===== config.mk =====
export PLATFORM = sky130hd
export DESIGN_NAME = keypad_scan
export DESIGN_NICKNAME = d
export VERILOG_FILES = /design/src/rtl/keypad_pkg.sv /design/src/rtl/scan_tick.sv /design/src/rtl/keypad_scan.sv
export SDC_FILE = /design/constraint.sdc
export NUM_CORES = 1
export LEC_CHECK = 0
export CAP_MARGIN = 15
export CORE_ASPECT_RATIO = 0.9
export CORE_UTILIZATION = 58
export DETAILED_ROUTE_END_ITERATION = 10
export PLACE_DENSITY = 0.79
export SYNTH_ARGS = -nofsm -noshare
export SYNTH_HDL_FRONTEND = slang
export SYNTH_SLANG_ARGS = --single-unit
export TNS_END_PERCENT = 1

===== constraint.sdc =====
create_clock -name CLK -period 4.58 [get_ports CLK]
set_input_delay 0.687 -clock CLK [delete_from_list [all_inputs] [get_ports CLK]]
set_output_delay 0.687 -clock CLK [all_outputs]
set_load 0.005 [all_outputs]

===== src/rtl/keypad_pkg.sv =====
// Shared types and constants for the 4x4 matrix keypad scanner.
package keypad_pkg;

  localparam int ROWS = 4;
  localparam int COLS = 4;

  typedef enum logic [1:0] {
    ST_IDLE     = 2'd0,
    ST_DEBOUNCE = 2'd1,
    ST_PRESSED  = 2'd2,
    ST_RELEASE  = 2'd3
  } kp_state_e;

  typedef enum logic [1:0] {
    FR_NONE   = 2'd0,
    FR_SINGLE = 2'd1,
    FR_MULTI  = 2'd2
  } frame_res_e;

  // Number of asserted bits, saturated at 2 (all the frame logic needs).
  function automatic logic [1:0] low_count(input logic [ROWS-1:0] bits);
    logic [2:0] n;
    n = '0;
    for (int i = 0; i < ROWS; i++) n = n + {2'b00, bits[i]};
    return (n > 3'd2) ? 2'd2 : n[1:0];
  endfunction

endpackage


===== src/rtl/scan_tick.sv =====
// Column scan timebase: prescaler, column index, registered column drive,
// and a one-cycle sample enable in the last prescaler cycle of each slot.
module scan_tick
  import keypad_pkg::*;
#(
  parameter int SCAN_DIV = 1000
) (
  input  logic            CLK,
  input  logic            Reset,
  output logic [1:0]      col_idx,
  output logic [COLS-1:0] key_col,
  output logic            sample_en
);

  localparam int            CW   = $clog2(SCAN_DIV);
  localparam logic [CW-1:0] LAST = CW'(SCAN_DIV - 1);

  logic [CW-1:0]   cnt_q, cnt_d;
  logic [1:0]      col_q, col_d;
  logic [COLS-1:0] key_col_q, key_col_d;

  // NOTE: every signal written here gets a default first so no latch is inferred.
  always_comb begin
    cnt_d     = cnt_q + CW'(1);
    col_d     = col_q;
    key_col_d = key_col_q;
    if (cnt_q == LAST) begin
      cnt_d     = '0;
      col_d     = col_q + 2'd1;
      key_col_d = ~(COLS'(1) << col_d);
    end
  end

  // NOTE: non-blocking assignments so all flops update from pre-edge values.
  always_ff @(posedge CLK) begin
    if (Reset) begin
      cnt_q     <= '0;
      col_q     <= 2'd0;
      key_col_q <= 4'b1110;
    end else begin
      cnt_q     <= cnt_d;
      col_q     <= col_d;
      key_col_q <= key_col_d;
    end
  end

  assign col_idx   = col_q;
  assign key_col   = key_col_q;
  assign sample_en = (cnt_q == LAST);

endmodule


===== src/rtl/keypad_scan.sv =====
// 4x4 matrix keypad scanner: per-frame classification of row samples and a
// debounce FSM that accepts a single key and strobes its code once.
module keypad_scan
  import keypad_pkg::*;
#(
  parameter int SCAN_DIV = 1000,
  parameter int DEBOUNCE = 4
) (
  input  logic            CLK,
  input  logic            Reset,
  input  logic [ROWS-1:0] KEY_ROW,
  output logic [COLS-1:0] KEY_COL,
  output logic [3:0]      KEY_CODE,
  output logic            KEY_VALID,
  output logic            KEY_STROBE
);

  localparam logic [3:0] DB_N = 4'(DEBOUNCE);

  logic [1:0] col_idx;
  logic       sample_en;
  logic       frame_end;

  scan_tick #(.SCAN_DIV(SCAN_DIV)) u_scan_tick (
    .CLK       (CLK),
    .Reset     (Reset),
    .col_idx   (col_idx),
    .key_col   (KEY_COL),
    .sample_en (sample_en)
  );

  assign frame_end = sample_en && (col_idx == 2'd3);

  // Frame accumulation: saturated hit count plus the code of the first hit.
  logic [1:0]  acc_hits_q, acc_hits_d;
  logic [3:0]  acc_code_q, acc_code_d;
  logic [ROWS-1:0] row_low;
  logic [1:0]  samp_hits;
  logic [3:0]  samp_code;
  logic [2:0]  hit_sum;
  frame_res_e  frame_res;
  logic [3:0]  frame_code;

  assign row_low   = ~KEY_ROW;
  assign samp_hits = low_count(row_low);
  assign hit_sum   = {1'b0, acc_hits_q} + {1'b0, samp_hits};

  always_comb begin
    samp_code = '0;
    for (int r = ROWS - 1; r >= 0; r--) begin
      if (row_low[r]) samp_code = {2'(r), col_idx};
    end

    // The column-3 sample is folded in combinationally at frame end.
    frame_code = (acc_hits_q == 2'd1) ? acc_code_q : samp_code;
    if (hit_sum == 3'd0)      frame_res = FR_NONE;
    else if (hit_sum == 3'd1) frame_res = FR_SINGLE;
    else                      frame_res = FR_MULTI;

    acc_hits_d = acc_hits_q;
    acc_code_d = acc_code_q;
    if (frame_end) begin
      acc_hits_d = 2'd0;
      acc_code_d = 4'd0;
    end else if (sample_en) begin
      acc_hits_d = (hit_sum > 3'd2) ? 2'd2 : hit_sum[1:0];
      if (acc_hits_q == 2'd0) acc_code_d = samp_code;
    end
  end

  // Debounce FSM, stepped only at frame end.
  kp_state_e  state_q, state_d;
  logic [3:0] cnt_q, cnt_d, cnt_inc;
  logic [3:0] cand_q, cand_d;
  logic [3:0] code_q, code_d;
  logic       valid_q, valid_d;
  logic       strobe_q, strobe_d;

  assign cnt_inc = (cnt_q == 4'hF) ? cnt_q : cnt_q + 4'd1;

  always_comb begin
    state_d  = state_q;
    cnt_d    = cnt_q;
    cand_d   = cand_q;
    code_d   = code_q;
    valid_d  = valid_q;
    strobe_d = 1'b0;
    if (frame_end) begin
      case (state_q)
        ST_IDLE: begin
          if (frame_res == FR_SINGLE) begin
            cand_d = frame_code;
            if (DB_N == 4'd1) begin
              state_d  = ST_PRESSED;
              cnt_d    = 4'd0;
              code_d   = frame_code;
              valid_d  = 1'b1;
              strobe_d = 1'b1;
            end else begin
              state_d = ST_DEBOUNCE;
              cnt_d   = 4'd1;
            end
          end
        end
        ST_DEBOUNCE: begin
          if (frame_res == FR_SINGLE && frame_code == cand_q) begin
            if (cnt_inc >= DB_N) begin
              state_d  = ST_PRESSED;
              cnt_d    = 4'd0;
              code_d   = cand_q;
              valid_d  = 1'b1;
              strobe_d = 1'b1;
            end else begin
              cnt_d = cnt_inc;
            end
          end else begin
            state_d = ST_IDLE;
            cnt_d   = 4'd0;
          end
        end
        ST_PRESSED: begin
          if (frame_res == FR_NONE) begin
            state_d = (DB_N == 4'd1) ? ST_IDLE : ST_RELEASE;
            cnt_d   = (DB_N == 4'd1) ? 4'd0 : 4'd1;
          end
        end
        ST_RELEASE: begin
          if (frame_res == FR_NONE) begin
            if (cnt_inc >= DB_N) begin
              state_d = ST_IDLE;
              cnt_d   = 4'd0;
            end else begin
              cnt_d = cnt_inc;
            end
          end else begin
            state_d = ST_PRESSED;
            cnt_d   = 4'd0;
          end
        end
        default: begin
          state_d = ST_IDLE;
          cnt_d   = 4'd0;
        end
      endcase
    end
  end

  always_ff @(posedge CLK) begin
    if (Reset) begin
      acc_hits_q <= 2'd0;
      acc_code_q <= 4'd0;
      state_q    <= ST_IDLE;
      cnt_q      <= 4'd0;
      cand_q     <= 4'd0;
      code_q     <= 4'd0;
      valid_q    <= 1'b0;
      strobe_q   <= 1'b0;
    end else begin
      acc_hits_q <= acc_hits_d;
      acc_code_q <= acc_code_d;
      state_q    <= state_d;
      cnt_q      <= cnt_d;
      cand_q     <= cand_d;
      code_q     <= code_d;
      valid_q    <= valid_d;
      strobe_q   <= strobe_d;
    end
  end

  assign KEY_CODE   = code_q;
  assign KEY_VALID  = valid_q;
  assign KEY_STROBE = strobe_q;

endmodule


==> results of run 1 <==
==> worst register-to-register path: stages, from the launching register on <==
cell	delay, ps
dfxtp_1	380
ha_1	290
nand4b_2	180
nor3_2	770
nand2_1	300
nor3_2	490
nor2_1	80
a311oi_1	240
==> cell usage after synthesis, types with 3 or more instances <==
cell and count:
nor3_1 11, xnor2_1 5, inv_1 12, and2_1 4, dfxtp_1 38, or3_1 3
nand3_1 7, and3_1 3, nand2_1 21, clkbuf_1 6, a211oi_1 5, and3b_1 3
mux2i_1 5, nor4_1 3, a211o_1 5, ha_1 9, a21oi_1 10, nor2_1 33
xor2_1 5, o21ai_0 3
==> area by class of cell <==
class                   instances  area [µm²]
multi-input cells             181        1320
inverters                      12        45.0
clock inverters                 1        5.00
clock buffers                   7        86.3
flip-flops and latches         38         761
fillers                       284        1020
well taps                      44        55.1
repair buffers                 20         188
==> final timing paths <==
| kind | from | end | slack (ps) | cells after the start |
|---|---|---|---|---|
| max | KEY_ROW[3] | KEY_CODE[3] | 440 | 15 |
| min | u_scan_tick.key_col[2] | u_scan_tick.key_col[2] | 470 | 1 |
| max reg2reg | u_scan_tick.cnt_q[0] | cand_q[2] | 1780 | 7 |
| min reg2reg | u_scan_tick.key_col[2] | u_scan_tick.key_col[2] | 470 | 1 |
==> per-stage QoR <==
step / std cells / setup WS [ps] / utilization, %
2_1_floorplan: 241 / 660 / -
3_3_place_gp: 295 / 246 / 68.1
5_1_grt: 303 / 134 / 70.8
3_5_place_dp: 295 / 149 / 68.1
6_report: 303 / 444 / 70.8
4_1_cts: 303 / 448 / 70.8
==> per-layer routing <==
metal	GRT usage [%]	vias up	wire length [µm]	share of wire [%]
met2	41.8	37	2010	47
met3	5.53	5	176	4.1
li1	-	885	-	-
met4	10.9	0	52	1.2
met1	29.2	817	2020	47
met5	0	-	0	0
==> sequential cells by signal, indices dropped and copies added (netlist names) <==
name / count
u_scan_tick.cnt_q: 10
KEY_CODE: 4
acc_code_q: 4
cand_q: 4
cnt_q: 4
u_scan_tick.key_col: 4
acc_hits_q: 2
state_q: 2
u_scan_tick.col_idx: 2
KEY_STROBE: 1
KEY_VALID: 1
==> power by group through the flow <==
stage	Sequential, mW	Combinational (mW)	Clock (mW)
after CTS	0.334	0.0554	0.247
after global routing	0.335	0.0620	0.260
after global placement	0.342	0.0542	0
after detailed placement	0.342	0.0550	0
final	0.335	0.0557	0.241
after floorplan	0.342	0.0381	0
==> cells by family (layout without fill, tap and decap cells) <==
| kind of cell | Yosys count | in the layout | synth area share (%) |
|---|---|---|---|
| XOR/XNOR | 12 | 12 | 6.31 |
| AO/OA/AOI/OAI | 43 | 43 | 16.5 |
| flip-flops | 38 | 38 | 34.9 |
| adder cells (fa/ha/maj) | 11 | 11 | 7.00 |
| AND/OR/NAND/NOR | 110 | 110 | 28.5 |
| buffers and inverters | 22 | 40 | 4.53 |
| multiplexers | 5 | 5 | 2.29 |
==> impl_metrics.tcl, run 1 <==
set metrics [dict create \
    status "complete, no violations" \
    drt-initial-drc-count 108 \
    drtAntennaViolNets 0 \
    htree_levels 2 \
    worstSetupPathType "input pin to flop" \
    internal-power_mw 0.477 \
    synthesis.area_mm2 0.00218 \
    yosysSeqAreaShare_pct 34.9 \
    period_share_pct 90.3 \
    synth_top_cell_by_area "dfxtp_1" \
    fp-row-count 20 \
    rsz0062_at_grt "false" \
    slowest_stage "clkdlybuf4s50_1" \
    worst-path-buf-inv 3 \
    num_io_pins 16 \
    dp_hpwl_mm 3.03 \
    synthesis.nets 258 \
    numPortBuffers 15 \
    ys_seq_elements 38 \
    p_sw_share_pct 24.4 \
    ir_drop_mv 0.245 \
    fp.dieH_um 60.2 \
    grt_antenna_before_repair 0 \
    post_cts_buffers 0 \
    cp.arrival_ps 4310 \
    max-cap-violations 0 \
    grt_usage_pct 24.4 \
    routed_via_density 5.76 \
    dieWidth_um 66.6 \
    p_per_area_mw_per_mm2 256 \
    synth-main-ff-cell "dfxtp_1" \
    hold_viol 0 \
    async_flop_share_pct 0 \
    ctsResizeCount 0 \
    drive_above_1_share_pct 13.1 \
    power_leakage_nw 0.896 \
    slew_violations 0 \
    clkPwrFrac_pct 38.1 \
    place_congestion 0.841 \
    diodes 0 \
    grt_pass1_vias 1665 \
    worst_slew_pin_slew_ps 984 \
    crit_path_end_kind "flop" \
    syn_inst 241 \
    synth_enable_flop_cells 0 \
    final_area_mm2 0.00246 \
    routedWlPerCell_um 14.0 \
    initial_core_util_pct 62.7 \
    comb_power_share_pct 8.8 \
    max_stage_delay_ps 540 \
    worst_setup_path_start_kind "input pin" \
    relSlewSlack_pct 34.0 \
    crit_family "adder cells" \
    finalClockSkew_ps 7.54 \
    clockRootBuffer "clkbuf_8" \
    globalRoute.totalOverflow 0 \
    mostFrequentLayoutCells "38 x dfxtp_1, 33 x nor2_1, 21 x nand2_1" \
    layout_commonest_cell "dfxtp_1" \
    max_freq_mhz 242 \
    drt_wl_total_mm 4.26 \
    crit_required_ps 4750 \
    yosysWarnings 0 \
    core_area_mm2 0.00348 \
    drtPass1Iterations 5 \
    ys_top_cells_by_area "dfxtp_1 35%, nor2_1 5.7%, ha_1 5.2%" \
    fin_crit_ps 4140 \
    cts_tree "yes" \
    cts.sink_count 38 \
    synthToLayoutAreaGrowth_pct 12.9 \
    setup_tns_ps 0 \
    die-area_mm2 0.00401 \
    power.total_mw 0.631 \
    clkTransAtPathRegs_ps 70 \
    cts_buffers 5 \
    clock_insertion_delay_worst_skew_ps 290 \
    fin_nets 275 \
    clockBufferDepth 2 \
    crit_chain "clkdlybuf4s50_1 > inv_1 > fa_1 > ha_1 > inv_1 > ha_1 > and2_1 > nand2_1 > fa_1 > nand2_1 > a2111oi_2 > mux2i_1 > nor4_4 > mux2i_1 > nor2_1" \
    hold_path.class "flop to flop" \
    drc_errors 0 \
    p_switching_mw 0.154 \
    vias 1744 \
    hold_slack_ps 470 \
    grt_pass1_wl_mm 7.27 \
    critPathMaxFanout 6 \
    finalSetupViolations 0 \
    cts_hold_buf 0 \
    yosysTopAreaCellShare_pct 34.9 \
    postPlaceCellArea_mm2 0.00237 \
    grt_max_degree 33 \
    synth_area_per_cell_um2 9.05 \
    power.sequential.fraction_pct 53.0 \
    synth_cell_types 60 \
]
Power figures use the tool's default switching activity.
==> run 2, diff against run 1 <==
--- a/config.mk
+++ b/config.mk
@@ -7,9 +7,8 @@
 export LEC_CHECK = 0
 export CAP_MARGIN = 15
 export CORE_ASPECT_RATIO = 0.9
-export CORE_UTILIZATION = 58
+export CORE_UTILIZATION = 44
 export DETAILED_ROUTE_END_ITERATION = 10
-export PLACE_DENSITY = 0.79
 export SYNTH_ARGS = -nofsm -noshare
 export SYNTH_HDL_FRONTEND = slang
 export SYNTH_SLANG_ARGS = --single-unit
==> impl_metrics.tcl, run 2 (synthesis results as in run 1) <==
set metrics [dict create \
    dieWidth_um 76.2 \
    worst_slew_pin_slew_ps 629 \
    p_sw_share_pct 23.6 \
    htree_levels 2 \
    crit_required_ps 4740 \
    fin_nets 276 \
    cts.sink_count 38 \
    finalSetupViolations 0 \
    worstSetupPathType "input pin to flop" \
    multi_input_area_mm2 0.00132 \
    grt_pass1_vias 1544 \
    top_register "u_scan_tick.cnt_q" \
    register_area_um2 761 \
    period_share_pct 90.2 \
    vias 1722 \
    comb_power_share_pct 9.0 \
    mostFrequentLayoutCells "38 x dfxtp_1, 33 x nor2_1, 21 x nand2_1" \
    dp_hpwl_mm 3.14 \
    crit_family "adder cells" \
    post_cts_buffers 0 \
    max_stage_delay_ps 500 \
    crit_path_end_kind "flop" \
    p_switching_mw 0.146 \
    worst_setup_path_start_kind "input pin" \
    drt-initial-drc-count 61 \
    power.total_mw 0.617 \
    clkPwrFrac_pct 36.8 \
    drc_errors 0 \
    clockBufferDepth 2 \
    initial_core_util_pct 47.4 \
    drtPass1Iterations 4 \
    fp-row-count 23 \
    ctsResizeCount 0 \
    slowest_stage "fa_1" \
    drt_wl_total_mm 4.35 \
    ir_drop_mv 0.185 \
    status "complete, no violations" \
    synthToLayoutAreaGrowth_pct 13.8 \
    num_io_pins 16 \
    power_leakage_nw 0.896 \
    hold_viol 0 \
    cts_hold_buf 0 \
    routed_via_density 5.38 \
    fillers 426 \
    max-cap-violations 0 \
    diodes 0 \
    power.sequential.fraction_pct 54.2 \
    numPortBuffers 15 \
    crit_chain "clkdlybuf4s50_1 > inv_1 > fa_1 > ha_1 > inv_1 > ha_1 > and2_1 > nand2_1 > fa_1 > nand2_1 > a2111oi_2 > mux2i_1 > nor4_4 > mux2i_1 > nor2_1" \
    finalClockSkew_ps 4.10 \
    grt_usage_pct 17.7 \
    relSlewSlack_pct 57.8 \
    core_area_mm2 0.00460 \
    fin_crit_ps 4130 \
    hold_path.class "flop to flop" \
    clockRootBuffer "clkbuf_8" \
    clkTransAtPathRegs_ps 70 \
    internal-power_mw 0.471 \
    worst-path-buf-inv 3 \
    place_congestion 0.793 \
    cp.arrival_ps 4300 \
    cts_buffers 5 \
    grt_max_degree 33 \
    clock_insertion_delay_worst_skew_ps 280 \
    max_freq_mhz 242 \
    grt_pass1_wl_mm 7.22 \
    post-route-util_pct 53.9 \
    globalRoute.totalOverflow 0 \
    routedWlPerCell_um 13.6 \
    slew_violations 0 \
    setup_tns_ps 0 \
    drive_above_1_share_pct 13.2 \
    fp.dieH_um 68.8 \
    drtAntennaViolNets 0 \
    rsz0062_at_grt "false" \
    grt_antenna_before_repair 0 \
    die-area_mm2 0.00524 \
    largest_reg_flops 10 \
    layout_commonest_cell "dfxtp_1" \
    cts_tree "yes" \
    critPathMaxFanout 6 \
    p_per_area_mw_per_mm2 249 \
]
run 2: final timing paths:
path / start / end / slack (ps) / cells past startpoint
worst max-delay path: KEY_ROW[0] / KEY_CODE[2] / 450 / 15
worst min-delay path: u_scan_tick.key_col[2] / u_scan_tick.key_col[2] / 470 / 1
worst max register to register: acc_hits_q[0] / KEY_CODE[2] / 1840 / 8
worst min register to register: u_scan_tick.key_col[2] / u_scan_tick.key_col[2] / 470 / 1
run 2: metrics by stage:
step / hold WS [ps] / area (µm²) / cells / worst slack, ps
2_1_floorplan: 445 / 2180 / 241 / 660
3_3_place_gp: 446 / 2400 / 314 / 218
3_5_place_dp: 452 / 2400 / 314 / 133
4_1_cts: 469 / 2480 / 320 / 442
5_1_grt: 491 / 2480 / 320 / 153
6_report: 466 / 2480 / 320 / 447
run 2: layer usage:
metal,up-vias,wire length [µm],track usage (%)
met4,0,34,6.01
met5,-,0,0
met2,26,2010,29.6
met3,4,161,3.55
li1,887,-,-
met1,805,2140,23.3
run 2: layout make-up:
class / count / area share [%]
clock buffers: 6 / 3.33
inverters: 12 / 1.81
multi-input cells: 181 / 53.2
flip-flops and latches: 38 / 30.6
well taps: 62 / 3.13
repair buffers: 21 / 7.86
run 2: power by group through the flow:
stage,Combinational (mW),Clock [mW],Sequential [mW]
floorplan,0.0381,0,0.342
global route,0.0618,0.251,0.335
CTS,0.0555,0.234,0.335
global placement,0.0553,0,0.342
detailed placement,0.0552,0,0.342
finish,0.0555,0.227,0.335
==> RTL change: new RTL, flow settings as in run 1 <==
The output `KEY_STROBE` loses its register stage (`strobe_q` becomes a continuous assignment).
--- a/src/rtl/keypad_scan.sv
+++ b/src/rtl/keypad_scan.sv
@@ -155,5 +155,4 @@
       code_q     <= 4'd0;
       valid_q    <= 1'b0;
-      strobe_q   <= 1'b0;
     end else begin
       acc_hits_q <= acc_hits_d;
@@ -164,7 +163,8 @@
       code_q     <= code_d;
       valid_q    <= valid_d;
-      strobe_q   <= strobe_d;
     end
   end
+
+  assign strobe_q = strobe_d;
 
   assign KEY_CODE   = code_q;
Function: no difference found for any inputs over 10 cycles, from zero or initial values and one cycle with Reset high; that may be too few to reach the edited logic, so the function may still have changed.
==> RTL change against run 1 <==
  * Area after synthesis fell by 7.3%
  * Via count is 0.40% higher
  * Wire length fell by 4.5%
  * Sequential power down 3%
  * Setup slack got worse by 300 ps
  * Non-clock buffer count increased by 3
  * Power is 6.6% higher
  * Sequential cell count is 1 lower
  * Clock skew fell by 1.3 ps
  * Design area is 3.5% lower
  * Critical path type is now in -> out
  * Largest power group unchanged
==> RTL change: results (changes against run 1) <==
\begin{tabular}{lr}
\hline
Metric & Value \\
\hline
\multicolumn{2}{l}{\textbf{Logic synthesis}} \\
Library cells used by synthesis & 51 (-15\%) \\
Share of the yosys chip area belonging to registers & 36.6\% (+1.8 points) \\
Fraction of the mapped netlist area in compound gates & 17.7\% (+1.2 points) \\
Multiplexer area fraction after synthesis & 2.29\% (-0.0053 points) \\
Net Count, Synth & 251 (-2.7\%) \\
Mean instance size in the synthesized netlist & 8.64 µm² (-4.5\%) \\
Share of synthesized cell area in full adder, half adder and majority cells & 7.55\% (+0.55 points) \\
Synth cell count leaders & 37 x dfxtp\_1, 23 x nor2\_1, 20 x a21oi\_1, 17 x nand2\_1, 16 x nand3\_1 \\
Share of the synthesized netlist area taken by xor and xnor gates & 4.33\% (-2.0 points) \\
\multicolumn{2}{l}{\textbf{Placement}} \\
DP HPWL & 2.97 mm (-2.0\%) \\
Final weighted congestion in routability-driven placement & 0.761 (-9.5\%) \\
DP Cell Count & 292 (-1.0\%) \\
Worst slack, placed & -209 ps (-359 ps) \\
Total placed instance area & 2250 µm² (-5.2\%) \\
\multicolumn{2}{l}{\textbf{Setup path}} \\
Data arrival time of the critical path & 3750 ps (-560 ps) \\
Crit Reg-Reg Endpoint & cnt\_q[1] \\
Beginning of the worst register-to-register path & acc\_hits\_q[0] \\
Number of cells traversed by the worst register-to-register path & 9 (+2) \\
CP Max Fanout & 3 (-3) \\
\multicolumn{2}{l}{\textbf{STA}} \\
Final clock period utilization by the worst path & 96.9\% (+6.6 points) \\
Worst hold slack after final layout & 464 ps (-5.46 ps) \\
\multicolumn{2}{l}{\textbf{Finish}} \\
Clock distribution area overhead in the final layout & 4.90\% (+1.2 points) \\
Fraction of area in multi-input gates & 50.8\% (-2.9 points) \\
Cell area after layout & 2380 µm² (-3.5\%) \\
Number of multi-input logic gates & 178 (-1.7\%) \\
Non-CTS inverters & 13 (+1) \\
Final cell utilization of the core & 74.6\% (+3.8 points) \\
Proportion of layout cells with a drive suffix above 1 & 11.6\% (-1.5 points) \\
\multicolumn{2}{l}{\textbf{GRT}} \\
Overall Global Routing Usage & 25.1\% (+0.68 points) \\
M2 GR Usage & 38.6\% (-3.2 points) \\
Maximum number of pins on one net before global-route repair & 25 (-24\%) \\
Met3 layer usage reported by global route & 5.31\% (-0.22 points) \\
Vias in the first global route & 1,579 (-5.2\%) \\
\multicolumn{2}{l}{\textbf{Power}} \\
Switching power of the nets & 0.148 mW (-4.0\%) \\
Max rail drop VDD & 213 µV (-13\%) \\
\multicolumn{2}{l}{\textbf{Clocking}} \\
\# resized after CTS & 4 (+4) \\
\multicolumn{2}{l}{\textbf{Worst hold path}} \\
Min-Delay Endpoint & acc\_code\_q[0] \\
Number of stages on the worst hold path & 2 (+1) \\
Launch instance of the worst min-delay path & acc\_code\_q[0] \\
\multicolumn{2}{l}{\textbf{Run status}} \\
Result of the run & finished, final reports clean \\
\multicolumn{2}{l}{\textbf{Drt}} \\
Detailed Route WL & 4.07 mm (-4.5\%) \\
Via count & 1,751 (+0.40\%) \\
\hline
\end{tabular}
RTL change: changes by cell type after synthesis, moves of 4 or more:
cell     change
a21oi_1     +10
nand2_1      -4
nand3_1      +9
nor2_1      -10
nor3_1       -9
o21ai_0      +5
RTL change: worst min-delay path: cells and delay by family, from the launching register on:
family	cells	cell delay, ps
flops	1	310
simple gates	1	50
compound gates	1	50
RTL change: power by group through the flow:
stage / Clock, mW / Combinational [mW] / Sequential, mW
2_1_floorplan: 0 / 0.0310 / 0.333
3_3_place_gp: 0 / 0.0492 / 0.333
3_5_place_dp: 0 / 0.0515 / 0.333
4_1_cts: 0.299 / 0.0521 / 0.326
5_1_grt: 0.314 / 0.0598 / 0.326
6_report: 0.294 / 0.0533 / 0.326
RTL change: metal layers:
layer	share of wire, %	wire (µm)	up-vias
met4	1.9	77	0
met5	0	0	-
met3	5.1	206	9
met1	48	1940	810
li1	-	-	886
met2	45	1850	46
